File: config.mk
export PLATFORM = sky130hd
export DESIGN_NAME = uart_tx_buffered
export DESIGN_NICKNAME = d
export VERILOG_FILES = /design/src/rtl/uart_tx_buffered.sv
export SDC_FILE = /design/constraint.sdc
export NUM_CORES = 1
export LEC_CHECK = 0
export ABC_AREA = 1
export CORE_MARGIN = 10
export CORE_UTILIZATION = 45
export DETAILED_ROUTE_END_ITERATION = 10
export PLACE_DENSITY = 0.71
export SETUP_SLACK_MARGIN = 0.05
export SLEW_MARGIN = 40
export SYNTH_ARGS = -nofsm -noshare
export SYNTH_HDL_FRONTEND = slang
export SYNTH_SLANG_ARGS = --single-unit
File: constraint.sdc
create_clock -name clk -period 2.91 [get_ports clk]
set_input_delay 0.582 -clock clk [delete_from_list [all_inputs] [get_ports clk]]
set_output_delay 0.582 -clock clk [all_outputs]
set_load 0.005 [all_outputs]
File: src/rtl/uart_tx_buffered.sv
// uart_tx_buffered: FIFO-buffered UART transmitter with configurable data width, parity and stop bits
module uart_tx_buffered #(
  parameter int CLKS_PER_BIT = 434,
  parameter int DATA_BITS    = 8,
  parameter int PARITY       = 0,
  parameter int STOP_BITS    = 1,
  parameter int FIFO_DEPTH   = 4
) (
  input  logic                                 clk,
  input  logic                                 reset,
  input  logic [DATA_BITS-1:0]                 tx_data,
  input  logic                                 tx_request,
  output logic                                 tx_full,
  output logic [$clog2(FIFO_DEPTH+1)-1:0]      tx_count,
  output logic                                 tx_busy,
  output logic                                 tx_dropped,
  output logic                                 tx_line
);
  localparam int AW = $clog2(FIFO_DEPTH);
  localparam int CW = $clog2(FIFO_DEPTH + 1);
  localparam int BW = CLKS_PER_BIT > 1 ? $clog2(CLKS_PER_BIT) : 1;
  localparam int IW = $clog2(DATA_BITS);
  typedef enum logic [2:0] {IDLE, START, DATA, PAR, STOP} state_t;
  state_t               r_state;
  logic [DATA_BITS-1:0] r_mem [FIFO_DEPTH];
  logic [AW-1:0]        r_wptr, r_rptr;
  logic [CW-1:0]        r_count;
  logic                 r_full, r_dropped, r_line, r_par, r_stop_idx;
  logic [BW-1:0]        r_baud;
  logic [IW-1:0]        r_bit_idx;
  logic [DATA_BITS-1:0] r_shift;
  logic                 w_push, w_pop, w_tick, w_last_stop;
  logic [CW-1:0]        w_count_nxt;
  logic [DATA_BITS-1:0] w_head;
  // full is the registered flag, so a push at full is refused even if a pop happens on the same edge
  assign w_push      = tx_request & ~r_full;
  assign w_tick      = r_baud == '0;
  assign w_last_stop = r_state == STOP && w_tick && r_stop_idx == 1'(STOP_BITS - 1);
  assign w_pop       = (r_state == IDLE || w_last_stop) && r_count != '0;
  assign w_count_nxt = r_count + CW'(w_push) - CW'(w_pop);
  assign w_head      = r_mem[r_rptr];
  always_ff @(posedge clk)
    if (w_push && !reset) r_mem[r_wptr] <= tx_data;
  always_ff @(posedge clk) begin
    if (reset) begin
      r_wptr    <= '0;
      r_rptr    <= '0;
      r_count   <= '0;
      r_full    <= 1'b0;
      r_dropped <= 1'b0;
    end else begin
      r_wptr    <= r_wptr + AW'(w_push);
      r_rptr    <= r_rptr + AW'(w_pop);
      r_count   <= w_count_nxt;
      r_full    <= w_count_nxt == CW'(FIFO_DEPTH);
      r_dropped <= tx_request & r_full;
    end
  end
  always_ff @(posedge clk) begin
    if (reset) begin
      r_state    <= IDLE;
      r_line     <= 1'b1;
      r_baud     <= '0;
      r_bit_idx  <= '0;
      r_stop_idx <= 1'b0;
      r_shift    <= '0;
      r_par      <= 1'b0;
    end else begin
      r_baud <= w_tick ? BW'(CLKS_PER_BIT - 1) : r_baud - 1'b1;
      if (w_pop) begin
        r_state <= START;
        r_line  <= 1'b0;
        r_shift <= w_head;
        r_par   <= (PARITY == 2) ^ (^w_head);
        r_baud  <= BW'(CLKS_PER_BIT - 1);
      end else if (w_tick) begin
        case (r_state)
          START: begin
            r_state   <= DATA;
            r_line    <= r_shift[0];
            r_shift   <= r_shift >> 1;
            r_bit_idx <= '0;
          end
          DATA: begin
            if (r_bit_idx == IW'(DATA_BITS - 1)) begin
              r_state    <= PARITY != 0 ? PAR : STOP;
              r_line     <= PARITY != 0 ? r_par : 1'b1;
              r_stop_idx <= 1'b0;
            end else begin
              r_bit_idx <= r_bit_idx + 1'b1;
              r_line    <= r_shift[0];
              r_shift   <= r_shift >> 1;
            end
          end
          PAR: begin
            r_state    <= STOP;
            r_line     <= 1'b1;
            r_stop_idx <= 1'b0;
          end
          STOP: begin
            r_state    <= w_last_stop ? IDLE : STOP;
            r_line     <= 1'b1;
            r_stop_idx <= 1'b1;
          end
          default: ;
        endcase
      end
    end
  end
  assign tx_line    = r_line;
  assign tx_full    = r_full;
  assign tx_count   = r_count;
  assign tx_busy    = r_state != IDLE;
  assign tx_dropped = r_dropped;
endmodule
Yosys cells after proc, flatten, opt, wreduce, memory -nomap -nowiden:

Memory sizes are Yosys's and may differ from the RTL's. A register that Yosys moved wholly into a read port is not among the register bits.
Index checks and enable logic that the tools add are counted.
W data, S select, Z words.

* muxes and demuxes: 22
* equality and inequality tests: 10
* reduce and logical (&&, ||, !) cells: 26
* bitwise logic cells: 5
* $add $sub $neg: 6

Operators with widths (count)
* $mux W8: 3
* $mux W9: 2
* $pmux W8 S2: 1
* $pmux W3 S4: 1
* $reduce_bool A3 Y1: 4
* $eq A3 B3 Y1 const B: 3
* $logic_not A9 Y1: 1
* $mux W3: 3
* $reduce_and A3 Y1: 3
* $sub A9 B1 Y9 const B: 1
* $mux W1: 8
* $reduce_and A4 Y1: 2
* $reduce_bool A4 Y1: 2
* $eq A3 B2 Y1 const B: 2
* $ne A3 B3 Y1 const B: 2
* $pmux W1 S3: 2
* $pmux W3 S2: 1
* $reduce_bool A5 Y1: 1
* $add A2 B1 Y2: 2
* $logic_and A1 B1 Y1: 4
* $ne A2 B2 Y1 const B: 2
* $reduce_bool A2 Y1: 2
* $reduce_or A2 Y1: 2
* $add A3 B1 Y3: 1
* 11 further kinds: 14

* input bits: 11
* bits in writable memories: 32
* memories kept: 1
* output and inout port bits: 7
* word-level logic and storage cells: 83
* flip-flop bits (word level): 34

Memory list
* r_mem: words 4, bits a word 8, read ports 1, clocked after memory_dff 1, write ports 1, line 25 `logic [DATA_BITS-1:0] r_mem [FIFO_DEPTH];`

Logic depth before layout (Yosys ltp):

Gate-level depths: netlist (run 1).

* depth in word-level cells: 7
* depth in mapped cells: 18
* gate-level depth less buffers: 17

Least setup slack after synthesis (run 1):

OpenSTA, ideal clock, no wires.

* path type: flip-flop to flip-flop
* from: register r_baud[0]
* to: register r_full, in the netlist tx_full
* path slack: 0.497 ns
* data required time: 2.832 ns
* clock period less this slack: 2.413 ns
* cell stages (with the launch flop): 19
* path buffers: 2
* setup time: 0.078 ns
* arrival: 2.335 ns
* cell sequence: dfxtp_1 > inv_1 > ha_1 > inv_1 > nor2_1 > nand2_2 > nor2_8 > nand2_4 > nand2_4 > nand2_4 > buf_6 > buf_6 > nand2_1 > nand2_1 > ha_1 > fa_1 > xor2_1 > nand2_1 > nor3_1

* longest elaborated chain between the ends: 7

RTL lines
* start, declared: line 29 `logic [BW-1:0] r_baud;`
* start signal, assigned: line 69 `r_baud <= w_tick ? BW'(CLKS_PER_BIT - 1) : r_baud - 1'b1;`
* start signal, assigned: line 75 `r_baud <= BW'(CLKS_PER_BIT - 1);`
* $logic_not A9 Y1: line 37 `assign w_tick = r_baud == '0;`
* $logic_and A1 B1 Y1 (2 in a row): line 38 `assign w_last_stop = r_state == STOP && w_tick && r_stop_idx == 1'(STOP_BITS - 1);`
* $logic_or A1 B1 Y1: line 39 `assign w_pop = (r_state == IDLE || w_last_stop) && r_count != '0;`
* $logic_and A1 B1 Y1: line 39
* $sub A3 B1 Y3: line 40 `assign w_count_nxt = r_count + CW'(w_push) - CW'(w_pop);`
* $eq A3 B3 Y1: line 55 `r_full <= w_count_nxt == CW'(FIFO_DEPTH);`
* end signal, assigned: line 55
* end, declared: line 28 `logic r_full, r_dropped, r_line, r_par, r_stop_idx;`

Every way passes these cells.
A chain may end at the register's enable or synchronous reset.

Final worst setup path (run 1):

* from: register r_baud[0]
* to: register r_full, in the netlist tx_full

* longest elaborated chain between the ends: 7

RTL lines
* $logic_not A9 Y1: line 37
* $logic_and A1 B1 Y1 (2 in a row): line 38
* $logic_or A1 B1 Y1: line 39
* $logic_and A1 B1 Y1: line 39
* $sub A3 B1 Y3: line 40
* via w_count_nxt[1]: line 33 `logic [CW-1:0] w_count_nxt;`
* $eq A3 B3 Y1: line 55

The timed path passes the listed nets, and every way through them passes these cells.

==> results of run 1 <==
[power by group through the flow]
stage / clock [mW] / combinational, mW / sequential, mW
CTS: 0.705 / 1.17 / 1.29
detailed placement: 0 / 1.16 / 1.31
floorplan: 0 / 0.924 / 1.28
global placement: 0 / 1.13 / 1.30
finish: 0.677 / 1.18 / 1.29
global route: 0.741 / 1.35 / 1.31
[kinds of logic (layout without fill, tap and decap cells)]
logic type | Yosys count | in the layout | synth area share [%]
simple gates | 136 | 136 | 21.61
flops | 66 | 66 | 57.17
compound gates | 49 | 49 | 9.237
fa+ha+maj | 7 | 7 | 3.312
xor+xnor | 10 | 10 | 3.050
buf+inv | 38 | 69 | 5.620
[routing by layer]
metal	share of wire [%]	routed length (um)	vias to the layer above	GRT usage, %
li1	-	-	1068	-
met1	43	2328	965	12.22
met2	49	2655	52	19.36
met3	5.6	304	10	4.327
met4	2.5	138	0	6.836
met5	0	0	-	0
[per-stage QoR]
step	hold WS (ns)	instance area, um^2	std cells	util, %	total power, mW
floorplan	0.4121	2872	306	-	2.206
global placement	0.4221	3142	398	50.05	2.431
detailed placement	0.4276	3142	398	50.05	2.471
CTS	0.4382	3321	414	52.90	3.163
global route	0.4765	3329	414	53.04	3.405
finish	0.4353	3329	414	53.04	3.149
[worst paths after layout]
path,endpoint,startpoint,depth (start not counted)
worst max-delay path,tx_full,r_baud[0],15
worst min-delay path,r_baud[0],r_baud[0],1
worst max register to register,tx_full,r_baud[0],15
worst min register to register,r_baud[0],r_baud[0],1
[cell usage in the layout (no fill, tap or decap), types with 4 or more instances in the layout]
cell type	count
nor3_1	7
nor2_1	47
nor2_2	4
inv_1	27
a21oi_2	4
o22ai_1	4
a21oi_1	13
clkbuf_8	10
buf_4	8
edfxtp_1	32
nand3_1	24
clkdlybuf4s50_1	17
dfxtp_1	34
ha_1	6
nand2_1	45
o21ai_0	27
xnor2_1	8
[cells in the mapped netlist (all sizes together)]
library cell  count  area [um^2]
buf               6        41.28
clkbuf            4        15.01
nand3            24        120.1
xor2              2        17.52
a21oi            17        100.1
fa                1        20.02
ha                6        75.07
xnor2             8        70.07
nand2            50        220.2
o21ai            28        140.1
dfxtp            34        680.7
inv              27        101.4
or2               1        6.260
and3              1        6.260
nor3              7        35.03
clkinv            1        3.750
nor2             53        232.7
edfxtp           32        960.9
o22ai             4        25.02
[cell type report]
type / instances / area, um^2 / share of cell area [%]
multi-input combinational: 202 / 1077 / 32.36
clock buffer: 10 / 137.6 / 4.134
tap: 77 / 96.34 / 2.894
sequential: 66 / 1642 / 49.30
timing repair buffer: 25 / 230.2 / 6.915
clock inverter: 6 / 41.29 / 1.240
inverter: 28 / 105.1 / 3.157
[registers in the layout, summed over array words and instances, names as in the netlist]
| signal | cells |
|---|---|
| r_bit_idx | 3 |
| r_mem | 32 |
| r_baud | 9 |
| tx_line | 1 |
| r_stop_idx | 1 |
| tx_dropped | 1 |
| tx_count | 3 |
| r_rptr | 2 |
| r_state | 3 |
| tx_full | 1 |
| r_shift | 8 |
| r_wptr | 2 |
[timing repair]
item | in CTS | in global routing
resized for setup | 0 | 1
setup endpoints to repair | 0 | 1
setup buffers | 0 | 0
==> metrics, run 1 <==
Clock Power Share=between 20% and 30%; CTS Buf Count=9; fin. max-slew vios=0; status=finished clean; I/O pin count=18; maximum clock insertion buffer count=2; worst-path maximum fanout=20; Sw Pwr=about 1.2 mW; Max rail drop VDD=slightly below 0.6 mV; Critical Path Start Type=flip-flop; Routed WL=between 5 and 6 mm; diode count=0; initial antenna violation count=0; vias per cell=5.060; Num Clock Sinks=66; DP Worst Slack=approximately 0.26 ns; CP dominant cell by count=inv_1; crit path DAT=about 2.9 ns; Synth Register Bits=between 60 and 70; via count=approximately 2100; NumNets Final=350; Worst R2R Setup Slack=approximately 0.30 ns; Starting Density=around 46%; # rows=29; H-tree depth=3; fin worst setup slack=0.3035 ns; min-delay worst type=flip-flop to flip-flop; Setup Skew=around 0.0045 ns; # port buffers=17; Die Area=9976 um^2; wire length per cell=approximately 13 um; fill count=between 500 and 600; critical setup path kind=flip-flop to flip-flop; Peak Freq=about 380 MHz; slowest cell on the critical path=fa_1; GRT overflow=0; Syn Nets=approximately 320; TritonCTS clock tree=done; 1st-iter DRT viols=88; crit-path cells=inv_1 -> ha_1 -> inv_1 -> nor2_1 -> nand2_2 -> nor2_8 -> nand2_4 -> nand2_4 -> nand2_8 -> inv_1 -> o21ai_0 -> nand2_1 -> ha_1 -> fa_1 -> nor3_1; Clock Latency Late Sink=between 0.3 and 0.4 ns; half-perimeter wire length after placement=around 3.8 mm; GPL Wtd Cong=0.8364; Crit path buffers/inverters=3; overall routing resource usage=11.59%; Mapped Area=about 2900 um^2; Tightest Pin Transition=between 0.5 and 0.6 ns; Max Cap Viol=0; first-pass GRT wire length=9.094 mm; share of layout cells above drive strength 1=11.87%; Core Area=between 6000 and 7000 um^2; Worst path top cell family by delay=simple AND/OR/NAND/NOR gates; relative slew slack=66.27%; cell internal pwr=~2.0 mW; register area share after synthesis=between 50% and 60%; Finish-stage setup viols=0; Cell variety after synth=28; Tcrit/Tclk final=89.57%; Clock Pin Slew Worst Setup and Hold Paths=approximately 0.070 ns; antenna violation net count after detailed routing=0; power density cells=945.7 nW/um^2; DIE HEIGHT=approximately 100 um; Pleak=~1.3 nW; Logic pwr share=approximately 38%; switching part of the total=a little under two fifths; Syn. warnings=0; CP required=~3.2 ns; largest net degree at the start of global routing=21; final hold vios=0; die width=roughly 100 um; Cells after Synth=306; CTS Root Cell=clkbuf_8; Area growth, synth to finish=15.95%; Period minus WS final=about 2.6 ns; Residual DRC=0; cts hold-fix bufs=0; vias in the first global route=2010; TNS Setup=0 ns; drt pass-1 iters=4; RSZ-0062 raised after global routing=no; max incr delay on CP=0.44 ns; Crit. End Element=flip-flop; Flop pwr share=41.0%; Avg Synthesized Cell Area=~9.4 um^2
Power figures use the tool's default switching activity.
==> run 2, diff against run 1 <==
CORE_UTILIZATION = 40   (was 45)
PLACE_DENSITY = 0.66   (was 0.71)
==> run 2 against run 1 <==
Net effect:
- fmax rose by 2.1%
- final area rose by 1.8%
- sequential cell count is the same
- global-route usage shrank 1.3 points
- critical path type unchanged
- largest power group unchanged
- highest routed layer unchanged
==> metrics, run 2 (synthesis gave the netlist of run 1 again) <==
DP Worst Slack=0.3171 ns (+0.05462 ns); Tightest Pin Transition=0.5079 ns (+0.002477 ns); drt pass-1 iters=4 (unchanged); most common cell after layout, fill and taps aside=nor2_1; PnR Total Power=3.306 mW (+5.0%); min-delay worst type=flip-flop to flip-flop; Clock Latency Late Sink=0.35 ns (about the same); Tcrit/Tclk final=87.75% (-1.8 points); Largest Register=r_mem; crit path DAT=2.83 ns (-0.04 ns); Clock Pin Slew Worst Setup and Hold Paths=0.08 ns (about the same); antenna violation net count after detailed routing=0 (unchanged); Starting Density=41.80% (-3.9 points); max incr delay on CP=0.43 ns (about the same); post-route cell area=3391 um^2 (+1.8%); Period minus WS final=2.554 ns (-0.05294 ns); critical setup path kind=flip-flop to flip-flop; Num Clock Sinks=66 (unchanged); TritonCTS clock tree=done; fill count=636 (+12%); most frequent cells in the layout=nor2_1, nand2_1, dfxtp_1, edfxtp_1; worst-path maximum fanout=20 (unchanged); wire length per cell=12.15 um (-7.3%); H-tree depth=3 (unchanged); power density cells=974.9 nW/um^2 (+3.1%); Routed WL=5.249 mm (-3.3%); RSZ-0062 raised after global routing=no; Core Area=6869 um^2 (+9.4%); vias per cell=4.773 (-5.7%); relative slew slack=66.10% (-0.17 points); slowest cell on the critical path=fa_1; vias in the first global route=1990 (-1.0%); cts hold-fix bufs=0 (unchanged); half-perimeter wire length after placement=3.547 mm (-6.9%); diode count=0 (unchanged); final core utilization=49.36% (-3.7 points); via count=2062 (-1.6%); Cells after DPL=416 (+4.5%); share of layout cells above drive strength 1=11.61% (-0.26 points); CP dominant cell by count=inv_1; CTS Buf Count=9 (unchanged); first-pass GRT wire length=9.218 mm (+1.4%); fin. max-slew vios=0 (unchanged); Setup Skew=0.008070 ns (+0.003562 ns); initial antenna violation count=0 (unchanged); I/O pin count=18 (unchanged); Max rail drop VDD=0.3905 mV (-34%); Critical Path Start Type=flip-flop; fin worst setup slack=0.3565 ns (+0.05294 ns); # rows=30 (+3.4%); crit-path cells=inv_1 -> ha_1 -> inv_1 -> nor2_1 -> nand2_2 -> nor2_8 -> nand2_4 -> nand2_4 -> nand2_8 -> inv_1 -> o21ai_0 -> nand2_1 -> ha_1 -> fa_1 -> nor3_1; Finish-stage setup viols=0 (unchanged); largest net degree at the start of global routing=21 (unchanged); Max Cap Viol=0 (unchanged); TNS Setup=0 ns (unchanged); Cell Area, Placed=3158 um^2 (+0.52%); maximum clock insertion buffer count=2 (unchanged); overall routing resource usage=10.27% (-1.3 points); final hold vios=0 (unchanged); NumNets Final=349 (-0.29%); worst hold slack=0.4356 ns (+0.0003360 ns); 1st-iter DRT viols=142 (+61%); status=finished clean; number of flip-flops under the largest register name=32 (unchanged); Peak Freq=391.6 MHz (+2.1%); GPL Wtd Cong=0.8289 (-0.90%); CP required=3.18 ns (about the same); biggest regs=r_mem x32, r_baud x9, r_shift x8; GRT overflow=0 (unchanged); die width=104.7 um (+4.9%); CTS Root Cell=clkbuf_8; Pleak=1.359 nW (+1.8%); Residual DRC=0 (unchanged); Crit. End Element=flip-flop; # port buffers=17 (unchanged); Die Area=10970 um^2 (+9.9%); Area growth, synth to finish=18.08%; fin cells=432 (+4.3%); DIE HEIGHT=104.7 um (+4.9%)
==> run 2: changes by cell type in the layout (fill, tap and decap cells not counted) <==
cell	change
bufinv_16	+2
buf_4	-1
clkinvlp_4	-3
clkbuf_8	-1
clkinv_4	+2
clkinv_2	-1
inv_6	+1
==> run 2: worst max-delay path, delay by kind of cell, from the launching register on <==
family,cells,cell delay (ns)
simple gates,8,0.97
fa+ha+maj,3,0.74
flops,1,0.31
buf+inv,3,0.29
compound gates,1,0.15
==> run 2: where the power goes <==
| part | switching, mW | internal (mW) | leakage [nW] | total [mW] |
|---|---|---|---|---|
| Clock | 0.370 | 0.489 | 0.114 | 0.859 |
| Sequential | 0.127 | 1.16 | 0.570 | 1.29 |
| Combinational | 0.697 | 0.463 | 0.674 | 1.16 |
| Total | 1.19 | 2.11 | 1.36 | 3.31 |
==> run 2: routing by layer <==
metal	share of wire, %	GRT usage, %	wire length (um)	vias to the layer above
li1	-	-	-	1069
met1	47	12.17	2492	958
met2	48	16.24	2494	28
met3	3.2	3.440	166	7
met4	1.8	5.196	95	0
met5	0	0	0	-
==> run 2: final cells by class <==
| type | count | area [um^2] | share of cell area [%] |
|---|---|---|---|
| flip-flops and latches | 66 | 1642 | 48.41 |
| multi-input cells | 202 | 1077 | 31.77 |
| repair buffers | 24 | 222.7 | 6.568 |
| clock buffers | 9 | 123.9 | 3.653 |
| well taps | 96 | 120.1 | 3.542 |
| inverters | 28 | 105.1 | 3.100 |
| clock inverters | 7 | 100.1 | 2.952 |
==> run 2: path summary, 6_finish.rpt <==
kind / startpoint / endpoint / slack, ns / cells after the start
hold / removal: r_baud[0] / r_baud[0] / 0.44 / 1
setup reg to reg: r_baud[0] / tx_full / 0.36 / 15
setup / recovery: r_baud[0] / tx_full / 0.36 / 15
hold reg to reg: r_baud[0] / r_baud[0] / 0.44 / 1
==> run 2: timing repair <==
| action | CTS | global route |
|---|---|---|
| endpoints found under the setup margin | 0 | 1 |
| gates resized for setup | 0 | 1 |
| buffers inserted | 0 | 0 |
